===== src/rtl/yari_mem_arbiter_pkg.sv =====
// Shared definitions for the yari memory arbiter: read-return tags, the
// flattened master request record and the grant encoding.
package yari_mem_arbiter_pkg;

    localparam logic TAG_I = 1'b0;
    localparam logic TAG_D = 1'b1;

    typedef struct packed {
        logic [31:0] addr;
        logic        read;
        logic        write;
        logic [31:0] wrdata;
        logic [3:0]  wrmask;
    } mem_req_t;

    typedef enum logic [1:0] {
        GRANT_NONE = 2'd0,
        GRANT_I    = 2'd1,
        GRANT_D    = 2'd2
    } grant_e;

    // A read needs a free tag slot; a request that also reads is held back
    // while the tag FIFO is full so no tag is ever dropped.
    function automatic logic req_eligible(input mem_req_t req, input logic fifo_full);
        return (req.read | req.write) & ~(req.read & fifo_full);
    endfunction

endpackage


===== src/rtl/yari_tag_fifo.sv =====
// 1-bit-wide synchronous FIFO holding the issuing master of each outstanding
// read, in issue order. Head is presented combinationally.
module yari_tag_fifo
    import yari_mem_arbiter_pkg::*;
#(
    parameter int TAG_DEPTH_LOG2 = 2
) (
    input  logic clock,
    input  logic rst,
    input  logic push,
    input  logic pop,
    input  logic din,
    output logic dout,
    output logic full,
    output logic empty
);

    localparam int DEPTH = 1 << TAG_DEPTH_LOG2;
    localparam logic [TAG_DEPTH_LOG2:0] FULL_COUNT = (TAG_DEPTH_LOG2 + 1)'(DEPTH);

    logic [DEPTH-1:0]          r_mem;
    logic [TAG_DEPTH_LOG2-1:0] r_wr_ptr;
    logic [TAG_DEPTH_LOG2-1:0] r_rd_ptr;
    logic [TAG_DEPTH_LOG2:0]   r_count;

    logic w_do_push;
    logic w_do_pop;

    assign full  = (r_count == FULL_COUNT);
    assign empty = (r_count == '0);
    assign dout  = r_mem[r_rd_ptr];

    // Full/empty come from the registered count, so a same-cycle pop never
    // makes room for a push.
    assign w_do_push = push & ~full;
    assign w_do_pop  = pop & ~empty;

    always_ff @(posedge clock) begin
        if (rst) begin
            r_mem    <= '0;
            r_wr_ptr <= '0;
            r_rd_ptr <= '0;
            r_count  <= '0;
        end else begin
            if (w_do_push) begin
                r_mem[r_wr_ptr] <= din;
                r_wr_ptr        <= r_wr_ptr + 1'b1;
            end
            if (w_do_pop) begin
                r_rd_ptr <= r_rd_ptr + 1'b1;
            end
            case ({w_do_push, w_do_pop})
                2'b10:   r_count <= r_count + 1'b1;
                2'b01:   r_count <= r_count - 1'b1;
                default: r_count <= r_count;
            endcase
        end
    end

endmodule


===== src/rtl/yari_mem_arbiter.sv =====
// Merges the yari instruction-fetch and data masters onto one memory port and
// routes in-order read returns back to the master that issued each read.
module yari_mem_arbiter
    import yari_mem_arbiter_pkg::*;
#(
    parameter int TAG_DEPTH_LOG2 = 2
) (
    input  logic        clock,
    input  logic        rst,

    input  logic [31:0] i_addr,
    input  logic        i_read,
    input  logic        i_write,
    input  logic [31:0] i_wrdata,
    input  logic [3:0]  i_wrmask,
    output logic        i_hold,
    output logic [31:0] i_rddata,
    output logic        i_rdvalid,

    input  logic [31:0] d_addr,
    input  logic        d_read,
    input  logic        d_write,
    input  logic [31:0] d_wrdata,
    input  logic [3:0]  d_wrmask,
    output logic        d_hold,
    output logic [31:0] d_rddata,
    output logic        d_rdvalid,

    output logic [31:0] s_addr,
    output logic        s_read,
    output logic        s_write,
    output logic [31:0] s_wrdata,
    output logic [3:0]  s_wrmask,
    input  logic        s_hold,
    input  logic [31:0] s_rddata,
    input  logic        s_rdvalid,

    output logic        tag_underflow
);

    mem_req_t w_i_req;
    mem_req_t w_d_req;
    mem_req_t w_s_req;
    grant_e   w_grant;

    logic w_i_active;
    logic w_d_active;
    logic w_i_elig;
    logic w_d_elig;
    logic w_contest;
    logic w_accept;
    logic w_push;
    logic w_push_tag;
    logic w_pop_ok;
    logic w_head;
    logic w_full;
    logic w_empty;

    logic r_last_contest_lost_i;
    logic r_tag_underflow;

    assign w_i_req = {i_addr, i_read, i_write, i_wrdata, i_wrmask};
    assign w_d_req = {d_addr, d_read, d_write, d_wrdata, d_wrmask};

    assign w_i_active = i_read | i_write;
    assign w_d_active = d_read | d_write;
    assign w_i_elig   = req_eligible(w_i_req, w_full);
    assign w_d_elig   = req_eligible(w_d_req, w_full);
    assign w_contest  = w_i_elig & w_d_elig;

    // d has priority except right after i lost a contest, which bounds the
    // wait of either master to one contested accept.
    always_comb begin
        w_grant = GRANT_NONE;
        if (w_d_elig && (!w_i_elig || !r_last_contest_lost_i)) begin
            w_grant = GRANT_D;
        end else if (w_i_elig) begin
            w_grant = GRANT_I;
        end
    end

    assign w_s_req  = (w_grant == GRANT_I) ? w_i_req : w_d_req;
    assign s_addr   = w_s_req.addr;
    assign s_wrdata = w_s_req.wrdata;
    assign s_wrmask = w_s_req.wrmask;
    assign s_read   = (w_grant != GRANT_NONE) & w_s_req.read;
    assign s_write  = (w_grant != GRANT_NONE) & w_s_req.write;

    assign w_accept = (w_grant != GRANT_NONE) & ~s_hold;
    assign i_hold   = w_i_active & ~((w_grant == GRANT_I) & ~s_hold);
    assign d_hold   = w_d_active & ~((w_grant == GRANT_D) & ~s_hold);

    assign w_push     = w_accept & w_s_req.read;
    assign w_push_tag = (w_grant == GRANT_D) ? TAG_D : TAG_I;

    yari_tag_fifo #(
        .TAG_DEPTH_LOG2(TAG_DEPTH_LOG2)
    ) u_tag_fifo (
        .clock (clock),
        .rst   (rst),
        .push  (w_push),
        .pop   (s_rdvalid),
        .din   (w_push_tag),
        .dout  (w_head),
        .full  (w_full),
        .empty (w_empty)
    );

    // Read data is broadcast; only the valid strobe is steered by the tag.
    assign w_pop_ok  = s_rdvalid & ~w_empty;
    assign i_rdvalid = w_pop_ok & (w_head == TAG_I);
    assign d_rdvalid = w_pop_ok & (w_head == TAG_D);
    assign i_rddata  = s_rddata;
    assign d_rddata  = s_rddata;

    assign tag_underflow = r_tag_underflow;

    always_ff @(posedge clock) begin
        if (rst) begin
            r_last_contest_lost_i <= 1'b0;
            r_tag_underflow       <= 1'b0;
        end else begin
            if (w_contest && !s_hold) begin
                r_last_contest_lost_i <= (w_grant == GRANT_D);
            end
            if (s_rdvalid && w_empty) begin
                r_tag_underflow <= 1'b1;
            end
        end
    end

endmodule


===== config.mk =====
export PLATFORM = sky130hd
export DESIGN_NAME = yari_mem_arbiter
export DESIGN_NICKNAME = d
export VERILOG_FILES = /design/src/rtl/yari_mem_arbiter_pkg.sv /design/src/rtl/yari_tag_fifo.sv /design/src/rtl/yari_mem_arbiter.sv
export SDC_FILE = /design/constraint.sdc
export NUM_CORES = 1
export LEC_CHECK = 0
export CAP_MARGIN = 20
export CORE_AREA = 2 2 121 123
export DETAILED_ROUTE_END_ITERATION = 16
export DIE_AREA = 0 0 123 125
export DONT_BUFFER_PORTS = 1
export HOLD_SLACK_MARGIN = 0.08
export PLACE_DENSITY_LB_ADDON = 0.15
export SLEW_MARGIN = 20
export SYNTH_ARGS = -nofsm -noshare
export SYNTH_HDL_FRONTEND = slang
export SYNTH_HIERARCHICAL = 1
export SYNTH_SLANG_ARGS = --single-unit

===== constraint.sdc =====
create_clock -name clock -period 3.72 [get_ports clock]
set_clock_uncertainty 0.15 [all_clocks]
set_input_delay 0.93 -clock clock [delete_from_list [all_inputs] [get_ports clock]]
set_output_delay 0.93 -clock clock [all_outputs]
set_load 0.02 [all_outputs]

==> results of run 1 <==
critical path: cells and delay by family (launching register included):
kind | cells | cell delay, ps
flip-flops | 1 | 400
AO/OA/AOI/OAI | 1 | 280
multiplexers | 1 | 470
buffers and inverters | 2 | 430
AND/OR/NAND/NOR | 2 | 460
placed cells by master, fill, tap and decap left out, types with 3 or more instances in the layout:
master and instances:
sky130_fd_sc_hd__nand3_1 4, sky130_fd_sc_hd__mux2i_1 4, sky130_fd_sc_hd__ha_1 5, sky130_fd_sc_hd__nand2_1 3
sky130_fd_sc_hd__mux2_2 62, sky130_fd_sc_hd__clkbuf_16 3, sky130_fd_sc_hd__inv_1 10, sky130_fd_sc_hd__diode_2 5
sky130_fd_sc_hd__buf_4 4, sky130_fd_sc_hd__nor2_1 8, sky130_fd_sc_hd__mux2_1 6, sky130_fd_sc_hd__xor2_1 3
sky130_fd_sc_hd__o31ai_1 3, sky130_fd_sc_hd__dfxtp_1 13, sky130_fd_sc_hd__a21oi_1 7, sky130_fd_sc_hd__nand2b_1 5
cell families after synthesis:
group	after synthesis	synth area share (%)
buffers and inverters	83	28.3
muxes	74	39.4
and+or+nand+nor	34	8.94
AOI/OAI and AO/OA	18	6.19
DFF	13	12.1
adders and majority gates	6	3.86
xor gates and xnor gates	3	1.23
per-layer routing:
metal | track usage, % | vias up
li1 | - | 615
met1 | 9.18 | 618
met2 | 15.2 | 161
met3 | 5.52 | 10
met4 | 1.34 | 0
met5 | 0 | -
flip-flops by register name (all words and copies together), names as in the netlist:
register / flops
r_last_contest_lost_i: 1
u_tag_fifo/r_wr_ptr: 2
u_tag_fifo/r_count: 3
tag_underflow: 1
u_tag_fifo/r_mem: 4
u_tag_fifo/r_rd_ptr: 2
worst max-delay path by stage:
stage / startpoint / endpoint
after CTS: u_tag_fifo/r_count[0] / s_addr[24]
after floorplan: d_read / s_addr[24]
final: u_tag_fifo/r_count[0] / s_addr[30]
after global routing: u_tag_fifo/r_count[0] / s_addr[24]
after detailed placement: d_read / s_addr[24]
after global placement: d_read / s_wrdata[4]
through the flow:
stage | cells | total power, mW | hold slack (ps) | setup WS, ps
2_1_floorplan | 231 | 0.865 | 299 | 510
3_3_place_gp | 347 | 0.861 | 312 | 424
3_5_place_dp | 347 | 0.863 | 323 | 414
4_1_cts | 351 | 1.08 | 336 | 238
5_1_grt | 353 | 1.12 | 361 | 144
6_report | 356 | 1.06 | 333 | 288
power breakdown:
part / switching (mW) / total, mW / internal, mW
clock: 0.0633 / 0.208 / 0.145
combinational: 0.403 / 0.640 / 0.237
sequential: 0.0364 / 0.207 / 0.171
total: 0.503 / 1.06 / 0.553
Yosys cell counts (2+ instances only):
cell type                  instances
sky130_fd_sc_hd__nand2b_1          5
sky130_fd_sc_hd__dfxtp_1          13
sky130_fd_sc_hd__o21a_1            2
sky130_fd_sc_hd__xor2_1            3
sky130_fd_sc_hd__inv_1            10
sky130_fd_sc_hd__or3_1             2
sky130_fd_sc_hd__ha_1              5
sky130_fd_sc_hd__mux2i_1           4
sky130_fd_sc_hd__nand2_1           3
sky130_fd_sc_hd__nor2_1            8
sky130_fd_sc_hd__a21oi_1           7
sky130_fd_sc_hd__o21ai_0           2
sky130_fd_sc_hd__nor3_1            2
sky130_fd_sc_hd__mux2_1            6
sky130_fd_sc_hd__o31ai_1           3
sky130_fd_sc_hd__nor3b_1           2
sky130_fd_sc_hd__mux2_2           62
sky130_fd_sc_hd__buf_4            64
sky130_fd_sc_hd__nand3_1           4
sky130_fd_sc_hd__buf_6             7
area by class of cell:
cell class / instances / area [sq um]
Fill cell: 1615 / 12300
Multi-Input combinational cell: 135 / 1280
Sequential cell: 13 / 260
Tap cell: 184 / 230
Clock buffer: 4 / 78.8
Timing Repair Buffer: 5 / 50.0
Inverter: 10 / 37.5
Antenna cell: 5 / 12.5
==> impl_results.md, run 1 <==
- Setup Total Neg Slack: 0 ps
- Type of destination of the critical path: output pin
- Num Clock Sinks: 13
- Number of buffers between clock root and the deepest sink: 2
- Leading register cell type out of synthesis: sky130_fd_sc_hd__dfxtp_1
- Worst R2R Start: u_tag_fifo/r_count[2]
- Count of H-tree levels built during CTS: 1
- Global-route wire length before repair: 9.58 mm
- Clock latency on the worst-skew pair: 240 ps
- Slowest library cell on the worst path: sky130_fd_sc_hd__mux2_1
- Buffer count from post-CTS setup fixing: 0
- Layout cells sized above 1: 44.9%
- Top cells by area, synth: sky130_fd_sc_hd__mux2_2 33%, sky130_fd_sc_hd__buf_4 22%, sky130_fd_sc_hd__dfxtp_1 12%, sky130_fd_sc_hd__buf_6 3.7%, sky130_fd_sc_hd__mux2_1 3.2%
- Final hold violations: 0
- Area of the die: 0.0154 sq mm
- Std-Cell Core Area: 0.0142 sq mm
- Tcrit/Tclk final: 92.3%
- Data required, critical path: 2640 ps
- Routed met2 length: 3.93 mm
- Remaining number of nets flagged by the antenna check after routing: 0
- Net count reported at finish: 350
- Cell Rows: 44
- Number of nets in the synthesized netlist: 413
- Crit path DAT: 2350 ps
- Tot GR Track Use: 8.81%
- Slack of the worst reg-to-reg path: 840 ps
- Router iterations before antenna repair: 4
- Peak supply drop: 0.148 mV
- Final critical delay including setup and external delays: 3430 ps
- Count of hold buffers inserted by post-cts repair: 0
- Power per unit of standard cell area: 543 mW/mm^2
- Beginning of the worst hold path: u_tag_fifo/r_mem[1]
- Number of gates resized after CTS: 0
- Post-route cell area: 0.00195 sq mm
- Io pins: 315
- Vias per cell: 3.94
- Synth Warn #: 6
- Fmax: 291 MHz
- Max cap viols: 0
- Synthesized netlist cell count: 231
- Final design utilization: 13.7%
- Terminating pin of the worst hold path: u_tag_fifo/r_mem[1]
- Hold Path Depth: 2
- Avg Cell Area, Syn: 9.27 sq um
- TritonCTS clock tree: built
- Initial antenna violation count: 6
- Final weighted congestion in routability-driven placement: 0.662
- Endpoint of the worst register-to-register path: u_tag_fifo/r_count[2]
- Worst slew pin tran: 658 ps
- Detailed placer's ending HPWL: 7.04 mm
- Leakage power: 0.687 nW
- Global route total overflow: 0
- Cell type contributing the most total cell area after synthesis: sky130_fd_sc_hd__mux2_2
- Status: finished, final reports clean
- Height of the die: 125 microns
- Count of unique library cells instantiated by Yosys: 37
- Routed WL: 7.92 mm
- Startpoint types: register
- Count of vias placed by the detailed router: 1404
- EDFF count, synth: 0
- Residual DRC count: 0
- Rel. slew slack: 56.0%
- Layout Area Growth over Synthesis: -9.17%
- Mapped Area: 0.00214 sq mm
- Final-report max-slew violation count: 0
- Uppermost layer routed: met4
- Classification of the worst-slack hold path: register to register
- Wire length per cell: 22.2 microns
- Largest net degree at the start of global routing: 58
- Port buffer count: 0
- Number of synthesized register bits: 13
- Violation count after the first detailed-route iteration: 22
- Root buffer cell: sky130_fd_sc_hd__clkbuf_16
- Placed cell areas: 0.00185 sq mm
- Unrepaired setup endpoints after global routing: no
- Die span in x: 123 microns
- Async set-reset flop share out of synthesis: 0%
- Highest cell delay on the worst timing path: 470 ps
- Crit Path Category: register to output pin
- Proportion of synthesized chip area in sequential cells: 12.1%
- Total length of routed met3 wires: 1.11 mm
- Total of endpoints with negative setup slack in the final report: 0
- Maximum fanout along the worst path: 57
- CP cell instances: or3b_1 -> inv_1 -> and2_1 -> o311ai_4 -> buf_12 -> mux2_1
- Effective utilization at floorplan: 15.1%
- Worst-path clk slew: 50 ps
- Worst R2R Path Depth: 12
- Number of global-route vias before repair: 1353
- Fraction of post-synthesis cell area in the top cell type by area: 32.6%
- Met1 wire length: 2.83 mm
- Num CTS Buffers: 3
Power figures use the tool's default switching activity.
==> inputs of run 2 (changes only) <==
- CTS_BUF_LIST: unset -> sky130_fd_sc_hd__clkbuf_16
- clock period: 3.72 -> 3.6 ns (I/O delays scaled with it)
==> run 2 against run 1 <==
- non-clock buffer count did not move
- power rose by 3.1%
- register-to-register slack got worse by 120 ps
- via count rose by 0.21%
- hold slack did not move
- first-iteration DRC count did not move
- flip-flop and latch count did not move
- combinational power rose by 3.4%
- critical endpoint unchanged
- final cell count did not move
- largest cell class unchanged
- sequential share of layout area did not move
- count of clock-buffer cells in the layout fell by 1
==> impl_results.md, run 2 (same netlist as run 1, synthesis figures left out) <==
- Most frequent standard cell in the layout excluding fill and tap cells: sky130_fd_sc_hd__mux2_2
- Tcrit/Tclk final: 94.4%
- Count of vias placed by the detailed router: 1407 (+0.21%)
- Detailed placer's ending HPWL: 7.04 mm (unchanged)
- Std-Cell Core Area: 0.0142 sq mm (unchanged)
- Port buffer count: 0 (unchanged)
- Fmax: 294 MHz
- Final hold violations: 0 (unchanged)
- Final standard cell count with taps included and fillers excluded: 356 (unchanged)
- Routed WL: 7.92 mm (about the same)
- Io pins: 315 (unchanged)
- Status: finished, final reports clean
- Router iterations before antenna repair: 4 (unchanged)
- Number of gates resized after CTS: 0 (unchanged)
- Clock latency on the worst-skew pair: 240 ps (about the same)
- Number of buffers between clock root and the deepest sink: 2 (unchanged)
- Rel. slew slack: 56.0% (unchanged)
- Violation count after the first detailed-route iteration: 22 (unchanged)
- Final-report max-slew violation count: 0 (unchanged)
- Count of hold buffers inserted by post-cts repair: 0 (unchanged)
- Worst slew pin tran: 658 ps (+0.000179 ps)
- Initial antenna violation count: 6 (unchanged)
- Net count reported at finish: 350 (unchanged)
- Largest net degree at the start of global routing: 58 (unchanged)
- Total of endpoints with negative setup slack in the final report: 0 (unchanged)
- Final design utilization: 13.7% (unchanged)
- Layout Area Growth over Synthesis: -9.17% (unchanged)
- Global route total overflow: 0 (unchanged)
- Effective utilization at floorplan: 15.1% (unchanged)
- Wire length per cell: 22.2 microns (about the same)
- Worst-path clk slew: 50 ps (about the same)
- Die span in x: 123 microns (unchanged)
- Max cap viols: 0 (unchanged)
- TritonCTS clock tree: built
- Buffer count from post-CTS setup fixing: 0 (unchanged)
- Global-route wire length before repair: 9.58 mm (unchanged)
- Num Clock Sinks: 13 (unchanged)
- Most frequent cells in the layout: 62 x sky130_fd_sc_hd__mux2_2, 13 x sky130_fd_sc_hd__dfxtp_1, 11 x sky130_fd_sc_hd__inv_1, 8 x sky130_fd_sc_hd__nor2_1, 7 x sky130_fd_sc_hd__a21oi_1
- Num CTS Buffers: 3 (unchanged)
- Largest register FFs: 4 (unchanged)
- Crit Path Category: register to output pin
- Final critical delay including setup and external delays: 3400 ps
- Data required, critical path: 2550 ps (-90 ps)
- Worst hold slack: 333 ps (unchanged)
- Final weighted congestion in routability-driven placement: 0.662 (unchanged)
- Layout cells sized above 1: 44.9% (unchanged)
- Peak supply drop: 0.152 mV (+3.1%)
- Post-route setup slack: 202 ps (-85.1 ps)
- Remaining number of nets flagged by the antenna check after routing: 0 (unchanged)
- Height of the die: 125 microns (unchanged)
- Power per unit of standard cell area: 559 mW/mm^2 (+3.1%)
- Largest regs: u_tag_fifo/r_mem (4), u_tag_fifo/r_count (3)
- Cell Rows: 44 (unchanged)
- Residual DRC count: 0 (unchanged)
- Placed Cells incl. Taps: 347 (unchanged)
- Count of H-tree levels built during CTS: 1 (unchanged)
- Startpoint types: register
- Crit path DAT: 2350 ps (about the same)
- Worst slack after detailed placement: 354 ps (-60.0 ps)
- Area of the die: 0.0154 sq mm (unchanged)
- Maximum fanout along the worst path: 57 (unchanged)
- Leakage power: 0.691 nW (+0.60%)
- Vias per cell: 3.95 (+0.21%)
- Unrepaired setup endpoints after global routing: no
- Register ranked first by flip-flop count: u_tag_fifo/r_mem
- Classification of the worst-slack hold path: register to register
- Type of destination of the critical path: output pin
- Root buffer cell: sky130_fd_sc_hd__clkbuf_16
- Tot GR Track Use: 8.81% (unchanged)
- Setup Total Neg Slack: 0 ps (unchanged)
- Number of global-route vias before repair: 1353 (unchanged)
==> run 2: changes by cell type in the layout (fill, tap and decap cells not counted), sizes merged <==
cell and change:
clkbuf -1, inv +1
==> run 2: final timing paths <==
check	start	to	slack, ps	depth (start not counted)
worst min register to register	u_tag_fifo/r_mem[1]	u_tag_fifo/r_mem[1]	330	2
worst max-delay path	u_tag_fifo/r_count[0]	s_addr[30]	200	6
worst min-delay path	u_tag_fifo/r_mem[1]	u_tag_fifo/r_mem[1]	330	2
worst max register to register	u_tag_fifo/r_count[2]	u_tag_fifo/r_count[2]	720	12
==> run 2: routing by layer <==
metal / share of wire (%) / vias up / track usage [%]
li1: - / 617 / -
met1: 36 / 617 / 9.18
met2: 50 / 163 / 15.2
met3: 14 / 10 / 5.52
met4: 0.53 / 0 / 1.34
met5: 0 / - / 0
==> run 2: final cells by class <==
| type | instances | area [sq um] |
|---|---|---|
| diodes | 5 | 12.5 |
| clock inverters | 1 | 3.75 |
| multi-input cells | 135 | 1280 |
| well taps | 184 | 230 |
| inverters | 10 | 37.5 |
| repair buffers | 5 | 50.0 |
| fillers | 1615 | 12300 |
| flip-flops and latches | 13 | 260 |
| clock buffers | 3 | 75.1 |
==> run 2: report_power, final <==
group | switching [mW] | total, mW | internal (mW)
clock network | 0.0655 | 0.212 | 0.147
logic | 0.416 | 0.662 | 0.245
registers | 0.0373 | 0.214 | 0.176
total | 0.519 | 1.09 | 0.569
==> run 2: metrics by stage <==
| stage | cell area [sq um] | power (mW) |
|---|---|---|
| 6_report | 1950 | 1.09 |
| 5_1_grt | 1940 | 1.15 |
| 4_1_cts | 1930 | 1.11 |
| 3_5_place_dp | 1850 | 0.892 |
| 3_3_place_gp | 1850 | 0.890 |
| 2_1_floorplan | 2140 | 0.894 |
==> run 2: worst max-delay path, stage by stage (launching register included) <==
cell	delay [ps]
sky130_fd_sc_hd__dfxtp_1	400
sky130_fd_sc_hd__or3b_1	270
sky130_fd_sc_hd__inv_1	130
sky130_fd_sc_hd__and2_1	190
sky130_fd_sc_hd__o311ai_4	280
sky130_fd_sc_hd__buf_12	300
sky130_fd_sc_hd__mux2_1	470
==> inputs of run 3 (changes only) <==
- CORE_AREA: 2 2 121 123 -> 2 2 124 126
- DIE_AREA: 0 0 123 125 -> 0 0 126 128
- SYNTH_HIERARCHICAL: 1 -> unset
==> run 3 against run 2 <==
- clock power is essentially flat
- global-route usage grew 0.56 points
- combinational power is 4.2% higher
- flip-flop and latch count stayed put
- first-iteration DRC count rose by 110%
- largest cell class unchanged
- largest power group unchanged
- setup slack improved by 47 ps
==> impl_results.md, run 3 <==
- Status: finished, final reports clean
- Met1 GRT Util: 10.6% (+1.4 points)
- Part of the power in registers: 20.3% (+0.7 points)
- Detailed placer's ending HPWL: 7.77 mm (+10%)
- Mapped Area: 0.00212 sq mm (-0.88%)
- Largest regs: u_tag_fifo.r_mem (4), u_tag_fifo.r_count (3)
- Final weighted congestion in routability-driven placement: 0.856 (+29%)
- Number of global-route vias before repair: 1391 (+2.8%)
- Final standard cell count with taps included and fillers excluded: 356 (unchanged)
- Count of unique library cells instantiated by Yosys: 32 (-14%)
- Num CTS Buffers: 3 (unchanged)
- Root buffer cell: sky130_fd_sc_hd__clkbuf_16
- Count of vias placed by the detailed router: 1365 (-3.0%)
- Worst-path clk slew: 50 ps (about the same)
- Total of endpoints with negative setup slack in the final report: 0 (unchanged)
- Setup Total Neg Slack: 0 ps (unchanged)
- Classification of the worst-slack hold path: register to register
- Crit path DAT: 2300 ps (-50 ps)
- Count of hold buffers inserted by post-cts repair: 0 (unchanged)
- Wire length per cell: 24.2 microns (+8.9%)
- Largest net degree at the start of global routing: 41 (-29%)
- Most frequent standard cell in the layout excluding fill and tap cells: sky130_fd_sc_hd__mux2_2
- Largest register FFs: 4 (unchanged)
- GRT met3 Usage: 3.88% (-1.6 points)
- CP cell instances: or4bb_1 -> o311ai_4 -> buf_12 -> mux2_2
- Layout cells sized above 1: 51.2% (+6.3 points)
- Initial antenna violation count: 6 (unchanged)
- Most used routing layer: met2
- Max cap viols: 0 (unchanged)
- Avg Cell Area, Syn: 9.27 sq um (about the same)
- TritonCTS clock tree: built
- Global-route wire length before repair: 10.7 mm (+12%)
- Worst hold slack: 314 ps (-18.9 ps)
- Buffer count from post-CTS setup fixing: 0 (unchanged)
- Die span in x: 126 microns (+2.4%)
- Startpoint types: input port
- Count of H-tree levels built during CTS: 1 (unchanged)
- Clock latency on the worst-skew pair: 240 ps (about the same)
- Part of the power in the clock network: 18.5% (-1.0 points)
- Fraction of post-synthesis cell area in the top cell type by area: 36.1% (+3.5 points)
- Cell with the most instances after synthesis: sky130_fd_sc_hd__buf_4
- Power per unit of standard cell area: 577 mW/mm^2 (+3.2%)
- Maximum fanout along the worst path: 40 (-30%)
- Vias per cell: 3.83 (-3.0%)
- Number of synthesized register bits: 13 (unchanged)
- Residual DRC count: 0 (unchanged)
- Layout Area Growth over Synthesis: -7.96%
- Fmax: 298 MHz (+1.4%)
- EDFF count, synth: 0 (unchanged)
- Number of filler instances in the final layout: 1687 (+4.5%)
- Slowest library cell on the worst path: sky130_fd_sc_hd__or4bb_1
- Switching power of the nets: 533 uW (+2.7%)
- Cell Rows: 45 (+2.3%)
- Global route total overflow: 0 (unchanged)
- Io pins: 315 (unchanged)
- Effective utilization at floorplan: 14.3% (-0.80 points)
- Unrepaired setup endpoints after global routing: no
- Gate power share: 61.2% (+0.4 points)
- Final Total Pwr: 1.13 mW (+3.7%)
- Cell type contributing the most total cell area after synthesis: sky130_fd_sc_hd__mux2_2
- Internal: 594 uW (+4.5%)
- Highest cell delay on the worst timing path: 510 ps (+40 ps)
- Register ranked first by flip-flop count: u_tag_fifo.r_mem
- Most frequent cells in the layout: 68 x sky130_fd_sc_hd__mux2_2, 13 x sky130_fd_sc_hd__dfxtp_1, 11 x sky130_fd_sc_hd__nor2_1, 10 x sky130_fd_sc_hd__inv_1, 9 x sky130_fd_sc_hd__nand2_1
- Async set-reset flop share out of synthesis: 0% (unchanged)
- Rel. slew slack: 63.3% (+7.2 points)
- Leakage power: 0.689 nW (-0.31%)
- Number of gates resized after CTS: 0 (unchanged)
- Synth Warn #: 0 (-6)
- Leading register cell type out of synthesis: sky130_fd_sc_hd__dfxtp_1
- Area of the die: 0.0161 sq mm (+4.9%)
- Type of destination of the critical path: output pin
- Placed cell areas: 0.00187 sq mm (+0.61%)
- Num Clock Sinks: 13 (unchanged)
- Placed Cells incl. Taps: 348 (+0.29%)
- Switch share: 47.3% (-0.44 points)
- Crit Path Category: input port to output pin
- Top cells by area, synth: sky130_fd_sc_hd__mux2_2 36%, sky130_fd_sc_hd__buf_4 24%, sky130_fd_sc_hd__dfxtp_1 12%, sky130_fd_sc_hd__ha_1 2.9%, sky130_fd_sc_hd__mux2i_1 2.4%
- Proportion of synthesized chip area in sequential cells: 12.3% (+0.11 points)
- Post-route cell area: 0.00195 sq mm (+0.45%)
- Final critical delay including setup and external delays: 3350 ps (-46.6 ps)
- Synthesized netlist cell count: 229 (-0.87%)
- Remaining number of nets flagged by the antenna check after routing: 0 (unchanged)
- Port buffer count: 0 (unchanged)
- Number of buffers between clock root and the deepest sink: 2 (unchanged)
- Peak supply drop: 0.172 mV (+13%)
- Number of nets in the synthesized netlist: 411 (-0.48%)
- Worst slew pin tran: 550 ps (-108 ps)
- Final-report max-slew violation count: 0 (unchanged)
- Net count reported at finish: 347 (-0.86%)
- Most instantiated cells after synthesis: 69 x sky130_fd_sc_hd__buf_4, 68 x sky130_fd_sc_hd__mux2_2, 13 x sky130_fd_sc_hd__dfxtp_1, 11 x sky130_fd_sc_hd__nor2_1
- Router iterations before antenna repair: 4 (unchanged)
- Tcrit/Tclk final: 93.1% (-1.3 points)
- Routed WL: 8.62 mm (+8.9%)
- Std-Cell Core Area: 0.0149 sq mm (+4.7%)
- Met2 usage in global routing: 15.8% (+0.57 points)
- Final hold violations: 0 (unchanged)
- Data required, critical path: 2550 ps (about the same)
- Violation count after the first detailed-route iteration: 46 (+110%)
- Tot GR Track Use: 9.38% (+0.56 points)
- Height of the die: 128 microns (+2.4%)
run 3: cell count changes in the layout (fill, tap and decap cells not counted), sizes merged, moves of 2 or more:
cell     before  now
nand2         3    9
nand2b        5    0
nand3         4    0
nor2          8   11
o31ai         3    0
xnor2         0    3
a2111oi       0    2
a22o          0    2
o21a          2    0
or2           1    3
run 3: kinds of logic (layout without fill, tap and decap cells):
kind of cell	after synthesis	count (layout)	synth area share (%)
DFF	13	13	12.3
other	0	4	0
AOI/OAI and AO/OA	16	16	6.95
muxes	74	74	39.5
buffers and inverters	83	18	27.6
adders and majority gates	6	6	3.89
and+or+nand+nor	31	31	7.37
xor gates and xnor gates	6	6	2.48
run 3: per-stage QoR:
stage / setup slack [ps] / util (%)
final: 249 / 13.1
after global routing: 211 / 13.1
after CTS: 235 / 13.1
after detailed placement: 235 / 12.6
after global placement: 255 / 12.6
after floorplan: 285 / -
run 3: final timing paths:
kind | startpoint | end | slack (ps) | cells after the start
max | i_read | s_addr[17] | 250 | 4
min | u_tag_fifo.r_mem[3] | u_tag_fifo.r_mem[3] | 310 | 2
max reg2reg | u_tag_fifo.r_count[2] | u_tag_fifo.r_count[2] | 920 | 10
min reg2reg | u_tag_fifo.r_mem[3] | u_tag_fifo.r_mem[3] | 310 | 2
run 3: area by class of cell:
cell class,count,area (sq um),share of cell area [%]
clock buffers,3,75.1,3.84
well taps,188,235,12.0
inverters,10,37.5,1.92
multi-input cells,133,1280,65.4
repair buffers,4,55.1,2.82
diodes,4,10.0,0.512
flip-flops and latches,13,260,13.3
clock inverters,1,3.75,0.192
run 3: power groups by stage:
stage / Sequential (mW) / Clock (mW) / Combinational, mW
2_1_floorplan: 0.214 / 0 / 0.712
3_3_place_gp: 0.236 / 0 / 0.698
3_5_place_dp: 0.234 / 0 / 0.705
4_1_cts: 0.231 / 0.218 / 0.708
5_1_grt: 0.238 / 0.224 / 0.741
6_report: 0.229 / 0.209 / 0.690
run 3: metal layers:
metal	routed length, microns	vias up
li1	-	595
met5	27	-
met1	3100	616
met4	268	4
met3	906	14
met2	4310	136
run 3: critical path, delay by kind of cell:
family                 cells  cell delay [ps]
buffers and inverters      1              270
muxes                      1              470
and+or+nand+nor            1              510
AOI/OAI and AO/OA          1              120
